File: src/rtl/sr_pkg.sv
// Shared types and helpers for the SR latch driver slice.
package sr_pkg;

  typedef enum logic [2:0] {
    IDLE,
    PULSE_S,
    PULSE_R,
    GAP,
    CHECK
  } sr_state_t;

  // Counter width able to hold the value n itself.
  function automatic int CNT_W(input int n);
    return $clog2(n + 1);
  endfunction

endpackage

File: src/rtl/btn_conditioner.sv
// Synchronises, debounces and rise-detects one raw push button.
module btn_conditioner
  import sr_pkg::*;
#(
  parameter int DEBOUNCE_CYCLES = 4
) (
  input  logic clk,
  input  logic reset,
  input  logic btn,
  output logic rise
);

  localparam int CW = CNT_W(DEBOUNCE_CYCLES);
  localparam logic [CW-1:0] CNT_LAST = CW'(DEBOUNCE_CYCLES - 1);

  logic          sync_meta;
  logic          sync_q;
  logic          level;
  logic          level_d;
  logic [CW-1:0] cnt;

  // A new level is only accepted once it has been seen DEBOUNCE_CYCLES times in a row.
  always_ff @(posedge clk or posedge reset) begin
    if (reset) begin
      sync_meta <= 1'b0;
      sync_q    <= 1'b0;
      level     <= 1'b0;
      level_d   <= 1'b0;
      cnt       <= '0;
    end else begin
      sync_meta <= btn;
      sync_q    <= sync_meta;
      level_d   <= level;
      if (sync_q != level) begin
        if (cnt == CNT_LAST) begin
          level <= sync_q;
          cnt   <= '0;
        end else begin
          cnt <= cnt + 1'b1;
        end
      end else begin
        cnt <= '0;
      end
    end
  end

  assign rise = level & ~level_d;

endmodule

File: src/rtl/sr_latch_driver.sv
// Turns debounced set/reset button presses into non-overlapping S/R pulses
// and checks the latch feedback after each command.
module sr_latch_driver
  import sr_pkg::*;
#(
  parameter int DEBOUNCE_CYCLES = 4,
  parameter int PULSE_CYCLES    = 2,
  parameter int GAP_CYCLES      = 2
) (
  input  logic clk,
  input  logic reset,
  input  logic set_btn,
  input  logic reset_btn,
  input  logic Q,
  input  logic Qbar,
  output logic S,
  output logic R,
  output logic q_exp,
  output logic busy,
  output logic fault
);

  localparam int CW = CNT_W((PULSE_CYCLES > GAP_CYCLES) ? PULSE_CYCLES : GAP_CYCLES);
  localparam logic [CW-1:0] PULSE_LAST = CW'(PULSE_CYCLES - 1);
  localparam logic [CW-1:0] GAP_LAST   = CW'(GAP_CYCLES - 1);

  sr_state_t     state;
  sr_state_t     state_nx;
  logic [CW-1:0] cnt;
  logic [CW-1:0] cnt_nx;
  logic          req_s;
  logic          req_r;
  logic          pend_s;
  logic          pend_r;
  logic          load_set;
  logic          load_rst;
  logic          check_now;
  logic          mismatch;

  btn_conditioner #(.DEBOUNCE_CYCLES(DEBOUNCE_CYCLES)) u_set_btn (
    .clk   (clk),
    .reset (reset),
    .btn   (set_btn),
    .rise  (req_s)
  );

  btn_conditioner #(.DEBOUNCE_CYCLES(DEBOUNCE_CYCLES)) u_reset_btn (
    .clk   (clk),
    .reset (reset),
    .btn   (reset_btn),
    .rise  (req_r)
  );

  // Reset wins over set when both are pending; the losing set request is dropped.
  always_comb begin
    state_nx  = state;
    cnt_nx    = cnt;
    load_set  = 1'b0;
    load_rst  = 1'b0;
    check_now = 1'b0;
    unique case (state)
      IDLE: begin
        cnt_nx = '0;
        if (pend_r) begin
          state_nx = PULSE_R;
          load_rst = 1'b1;
        end else if (pend_s) begin
          state_nx = PULSE_S;
          load_set = 1'b1;
        end
      end
      PULSE_S, PULSE_R: begin
        if (cnt == PULSE_LAST) begin
          state_nx = GAP;
          cnt_nx   = '0;
        end else begin
          cnt_nx = cnt + 1'b1;
        end
      end
      GAP: begin
        if (cnt == GAP_LAST) begin
          state_nx = CHECK;
          cnt_nx   = '0;
        end else begin
          cnt_nx = cnt + 1'b1;
        end
      end
      CHECK: begin
        check_now = 1'b1;
        state_nx  = IDLE;
        cnt_nx    = '0;
      end
      default: begin
        state_nx = IDLE;
        cnt_nx   = '0;
      end
    endcase
  end

  assign mismatch = (Q != q_exp) || (Q == Qbar);

  // S/R come straight from the next state so they can never overlap.
  always_ff @(posedge clk or posedge reset) begin
    if (reset) begin
      state  <= IDLE;
      cnt    <= '0;
      S      <= 1'b0;
      R      <= 1'b0;
      q_exp  <= 1'b0;
      fault  <= 1'b0;
      pend_s <= 1'b0;
      pend_r <= 1'b0;
    end else begin
      state <= state_nx;
      cnt   <= cnt_nx;
      S     <= (state_nx == PULSE_S);
      R     <= (state_nx == PULSE_R);
      if (load_set) begin
        q_exp <= 1'b1;
      end else if (load_rst) begin
        q_exp <= 1'b0;
      end
      if (check_now && mismatch) begin
        fault <= 1'b1;
      end
      pend_s <= (pend_s & (state != IDLE)) | req_s;
      pend_r <= (pend_r & (state != IDLE)) | req_r;
    end
  end

  assign busy = (state != IDLE);

endmodule

File: config.mk
export PLATFORM = sky130hd
export DESIGN_NAME = sr_latch_driver
export DESIGN_NICKNAME = d
export VERILOG_FILES = /design/src/rtl/sr_pkg.sv /design/src/rtl/btn_conditioner.sv /design/src/rtl/sr_latch_driver.sv
export SDC_FILE = /design/constraint.sdc
export NUM_CORES = 1
export LEC_CHECK = 0
export CORE_MARGIN = 2
export CORE_UTILIZATION = 63
export DETAILED_ROUTE_END_ITERATION = 6
export DONT_BUFFER_PORTS = 1
export PLACE_DENSITY = 0.79
export SYNTH_ARGS = -nofsm -noshare
export SYNTH_HDL_FRONTEND = slang
export SYNTH_SLANG_ARGS = --single-unit
File: constraint.sdc
create_clock -name clk -period 3.4 [get_ports clk]
set_clock_uncertainty 0.1 [all_clocks]
set_input_delay 1.02 -clock clk [delete_from_list [all_inputs] [get_ports clk]]
set_output_delay 1.02 -clock clk [all_outputs]
set_load 0.01 [all_outputs]
# ---- After elaboration in Yosys (flattened, before gate mapping)
# Cells that the tools add are included.
dict set report classes {
  n_reduce_logical 9
  eq_ne 13
  n_addsub 3
  n_bitwise 8
  muxes 19
}
# operator count
set ops {}
lappend ops {{two-way mux 3 bit} 8}
lappend ops {{== test 3 x 2 -> 1 bit (second input constant)} 5}
lappend ops {{one-hot mux 3 bit (3 select lines)} 1}
lappend ops {{two-way mux 1 bit} 8}
lappend ops {{adder 3 x 1 -> 3 bit (second input constant)} 2}
lappend ops {{== test 3 x 1 -> 1 bit (second input constant)} 2}
lappend ops {{bitwise AND 1 bit} 4}
lappend ops {{two-way mux 2 bit} 2}
lappend ops {{AND reduction 2 bit} 2}
lappend ops {{== test 3 bit (second input constant)} 1}
lappend ops {{zero test 3 bit} 1}
lappend ops {{!= test 1 bit} 3}
lappend ops {{nonzero test 3 bit} 1}
lappend ops {{OR reduction 3 bit} 1}
lappend ops {{adder 2 x 1 -> 2 bit (second input constant)} 1}
lappend ops {{== test 2 x 1 -> 1 bit (second input constant)} 1}
lappend ops {{inverter 1 bit} 2}
lappend ops {{OR 1 bit} 2}
lappend ops {{nonzero test 2 bit} 1}
lappend ops {{OR reduction 2 bit} 1}
lappend ops {{== test 1 bit} 1}
lappend ops {{logical AND 1 bit} 1}
lappend ops {{logical OR 1 bit} 1}
dict set report word_totals {
  ff_bits 25
  elab_cells 70
  input_bits 6
}

# ---- Longest topological paths before layout
dict set report depth {
  ltp_word 4
  depth_mapped 5
  depth_no_buf 4
}

# ---- Cells and area by module
# From an unflattened synthesis, not the netlist that was laid out.
dict set report hier_totals {
  cells_unflattened 74
  hier_area_um2 1029.7
}
# module cells_each area_per_inst_um2 n_inst seq_area_each_um2
set modules_own_cells {}
lappend modules_own_cells {sr_latch_driver 42 516.7 1 275.3}
lappend modules_own_cells {btn_conditioner 16 256.5 2 175.2}

# ---- Worst setup path before layout
# No wires, ideal clock.
dict set report synth_path {
  path_kind {flip-flop to output port}
  start {register state[2]}
  end {output busy}
  path_slack_ns 1.477
  required_ns 2.280
  n_path_buf 1
  arrival_time_ns 0.803
  stages_incl_launch_ff 4
  cell_sequence {dfrtp_1 > buf_2 > nor3_4 > inv_1}
}
dict set report synth_via {
  elab_chain_cells 1
}
# item line_no
set synth_lines {}
lappend synth_lines {{start, declared} sr_latch_driver.sv:27} ;# sr_state_t state;
lappend synth_lines {{start signal, assigned} sr_latch_driver.sv:114} ;# state <= state_nx;
lappend synth_lines {{nonzero test 3 bit} sr_latch_driver.sv:131} ;# assign busy = (state != IDLE);
lappend synth_lines {{end, declared} sr_latch_driver.sv:19} ;# output logic busy,
# Every way passes these cells.

# ---- Worst setup path in the final report
# Same ends and word-level chain as after synthesis.

==> results.sh <==
export IMPL_status="completed"
export IMPL_pwr_share_seq_pct=58.5
export IMPL_synth_fp_nets=84
export IMPL_maxCapViolCount=0
export IMPL_combPwrFrac_pct=27.6
export IMPL_drt_iter0_markers=9
export IMPL_fmax_mhz=427
export IMPL_grt_pass1_vias=539
export IMPL_reg2reg_slack_ns=2.09
export IMPL_wl_um=1340
export IMPL_ant_nets=0
export IMPL_cts_root_buffer="clkbuf_4"
export IMPL_place_gp_congestion=0.787
export IMPL_cts_htree_levels=1
export IMPL_top_usage_layer="met2"
export IMPL_clkLatencyLatePin_ns=0.30
export IMPL_grtUsageMet3_pct=2.50
export IMPL_start_kind="flip-flop"
export IMPL_final_max_slew_violation_count=0
export IMPL_internal_power_w=0.000571
export IMPL_critPathKind="flip-flop to primary output"
export IMPL_synth_edff_count=0
export IMPL_die_area_mm2=0.00188
export IMPL_min_period_ns=2.34
export IMPL_start_util_pct=66.4
export IMPL_hpwl_um=1000
export IMPL_area_delta_synth_final_pct=2.69
export IMPL_dr_pass1_iters=4
export IMPL_diodes=0
export IMPL_avgSynthCellArea_um2=12.9
export IMPL_synth_largest_area_cell="dfrtp_1"
export IMPL_syn_area_um2=977
export IMPL_vdd_drop_max_mv=0.476
export IMPL_setup_viol=0
export IMPL_ys_warn_count=0
export IMPL_seq_area_frac_synth_pct=64.0
export IMPL_cts_resized=0
export IMPL_cts_setup_buffers=0
export IMPL_crit_arrival_ns=1.22
export IMPL_port_buffer_count=0
export IMPL_drc=0
export IMPL_switchingPower_w=0.000316
export IMPL_pwr_share_clk_pct=13.9
export IMPL_use_met1_pct=19.1
export IMPL_clockBufferDepth=2
export IMPL_ys_types=27
export IMPL_grt_pass1_wl_um=2250
export IMPL_worstMarginPinSlew_ns=0.900
export IMPL_cp_max_fo=8
export IMPL_holdCritPathClass="flip-flop to flip-flop"
export IMPL_p_per_area_mw_per_mm2=884
export IMPL_antenna_found_initial=0
export IMPL_io_pins=11
export IMPL_numCtsBuffers=3
export IMPL_synthCells=76
export IMPL_postCtsHoldBufs=0
export IMPL_synthArstFlopShare_pct=100
export IMPL_fp_dieW_um=43.4
export IMPL_track_usage_pct=16.9
export IMPL_netlist_area_leader_share_pct=64.0
export IMPL_p_leak_nw=0.463
export IMPL_ys_flop_type="dfrtp_1"
export IMPL_wl_per_cell_um=14.4
export IMPL_max_slew_margin_pct=39.9
export IMPL_tns_ns=0
export IMPL_synth_area_top_cells="dfrtp_1, xnor2_1, ha_1, nor3b_1, inv_1"
export IMPL_critPathRequiredTime_ns=2.28
export IMPL_num_rows=14
export IMPL_clk_pin_slew_worst_paths_ns=0.12
export IMPL_globalRouteMet2Util_pct=30.7
export IMPL_core_mm2=0.00147
export IMPL_nNetsFinal=86
export IMPL_ys_ff_latch=25
export IMPL_grt_max_degree=26
export IMPL_cts_tree="built"
export IMPL_clkSinkCount=25
export IMPL_viasPerCell=5.63
export IMPL_holdWs_ns=0.271
export IMPL_end_kind="primary output"
export IMPL_vias=524
export IMPL_period_share_pct=68.9
export IMPL_die_h_um=43.4
export IMPL_drive_above_1_share_pct=11.7
export IMPL_rsz0062_at_grt="no"
export IMPL_grt_remaining_overflow=0
export IMPL_swShare_pct=35.6
export IMPL_hold_viol=0
==> sequential cells by signal, indices dropped and copies added, names as in the netlist, 2 cells and up <==
signal / count
cnt: 2
u_set_btn.cnt: 3
u_reset_btn.cnt: 3
state: 3
==> power groups by stage <==
| stage | registers (W) | clock network [W] | logic [W] |
|---|---|---|---|
| 2_1_floorplan | 0.000462 | 0 | 0.000268 |
| 3_5_place_dp | 0.000526 | 0 | 0.000248 |
| 4_1_cts | 0.000519 | 0.000127 | 0.000248 |
| 5_1_grt | 0.000535 | 0.000133 | 0.000279 |
| 3_3_place_gp | 0.000518 | 0 | 0.000238 |
| 6_report | 0.000519 | 0.000124 | 0.000244 |
==> critical path: stages (launching register included) <==
cell and delay (ns):
dfrtp_1 0.52, nor3_4 0.26, inv_1 0.14
==> metrics by stage <==
| step | power (W) | util, % | cells | setup WS (ns) | instance area [um^2] |
|---|---|---|---|---|---|
| finish | 0.000887 | 68.2 | 93 | 1.06 | 1000 |
| global route | 0.000948 | 68.2 | 93 | 1.01 | 1000 |
| CTS | 0.000895 | 68.2 | 93 | 1.06 | 1000 |
| detailed placement | 0.000774 | 66.4 | 89 | 1.41 | 977 |
| global placement | 0.000756 | 66.4 | 89 | 1.46 | 977 |
| floorplan | 0.000730 | - | 76 | 1.48 | 977 |
==> placed cells by master, fill, tap and decap left out, drive strengths merged <==
cell type  netlist  final
xnor2            3      3
o211a            1      1
nand2            4      4
a22oi            1      1
mux2             1      1
a221oi           1      1
nand2b           3      3
and3b            1      1
o21ai            3      3
nand3b           1      1
nor3             4      4
a21oi            3      3
clkbuf           0      4
a41o             1      1
nand3            1      1
ha               2      2
nor3b            3      3
and2             1      1
inv              5      5
a2111oi          1      1
dfrtp           25     25
nor2b            3      3
nor2             5      5
==> kinds of logic (layout without fill, tap and decap cells) <==
| kind of cell | after synthesis | after routing | synth area share [%] |
|---|---|---|---|
| DFF | 25 | 25 | 64.0 |
| xor gates and xnor gates | 3 | 3 | 2.69 |
| and+or+nand+nor | 26 | 26 | 16.6 |
| muxes | 1 | 1 | 1.15 |
| AOI/OAI and AO/OA | 11 | 11 | 8.96 |
| buffers and inverters | 8 | 9 | 3.97 |
| adders and majority gates | 2 | 2 | 2.56 |
==> path summary, 6_finish.rpt <==
check                                           start            endpoint  cells past startpoint
worst max-delay path                         state[2]                busy                      2
worst min-delay path            u_reset_btn.sync_meta  u_reset_btn.sync_q                      0
worst max register to register               state[2]              pend_r                      4
worst min register to register  u_reset_btn.sync_meta  u_reset_btn.sync_q                      0
max in group asynchronous                       reset              cnt[1]                      1
min in group asynchronous                       reset    u_set_btn.cnt[2]                      1
==> area by class of cell <==
type                            instances  area, um^2
Multi-Input combinational cell         43         313
Sequential cell                        25         626
Inverter                                5        18.8
Tap cell                               16        20.0
Fill cell                             113         468
Clock buffer                            4        26.3
==> routing by layer <==
layer	part of all wire, %	vias up
met4	0.67	0
met5	0	-
met2	52	10
li1	-	258
met3	2.1	2
met1	45	254
==> cell usage after synthesis (2+ instances only) <==
cell,instances
a21oi_1,3
buf_4,2
dfrtp_1,25
ha_1,2
inv_1,5
nand2_1,4
nand2b_1,3
nor2_1,4
nor2b_1,2
nor3_1,3
nor3b_1,3
o21ai_0,3
xnor2_1,3
Note: power is estimated with default switching activity, not from simulation.
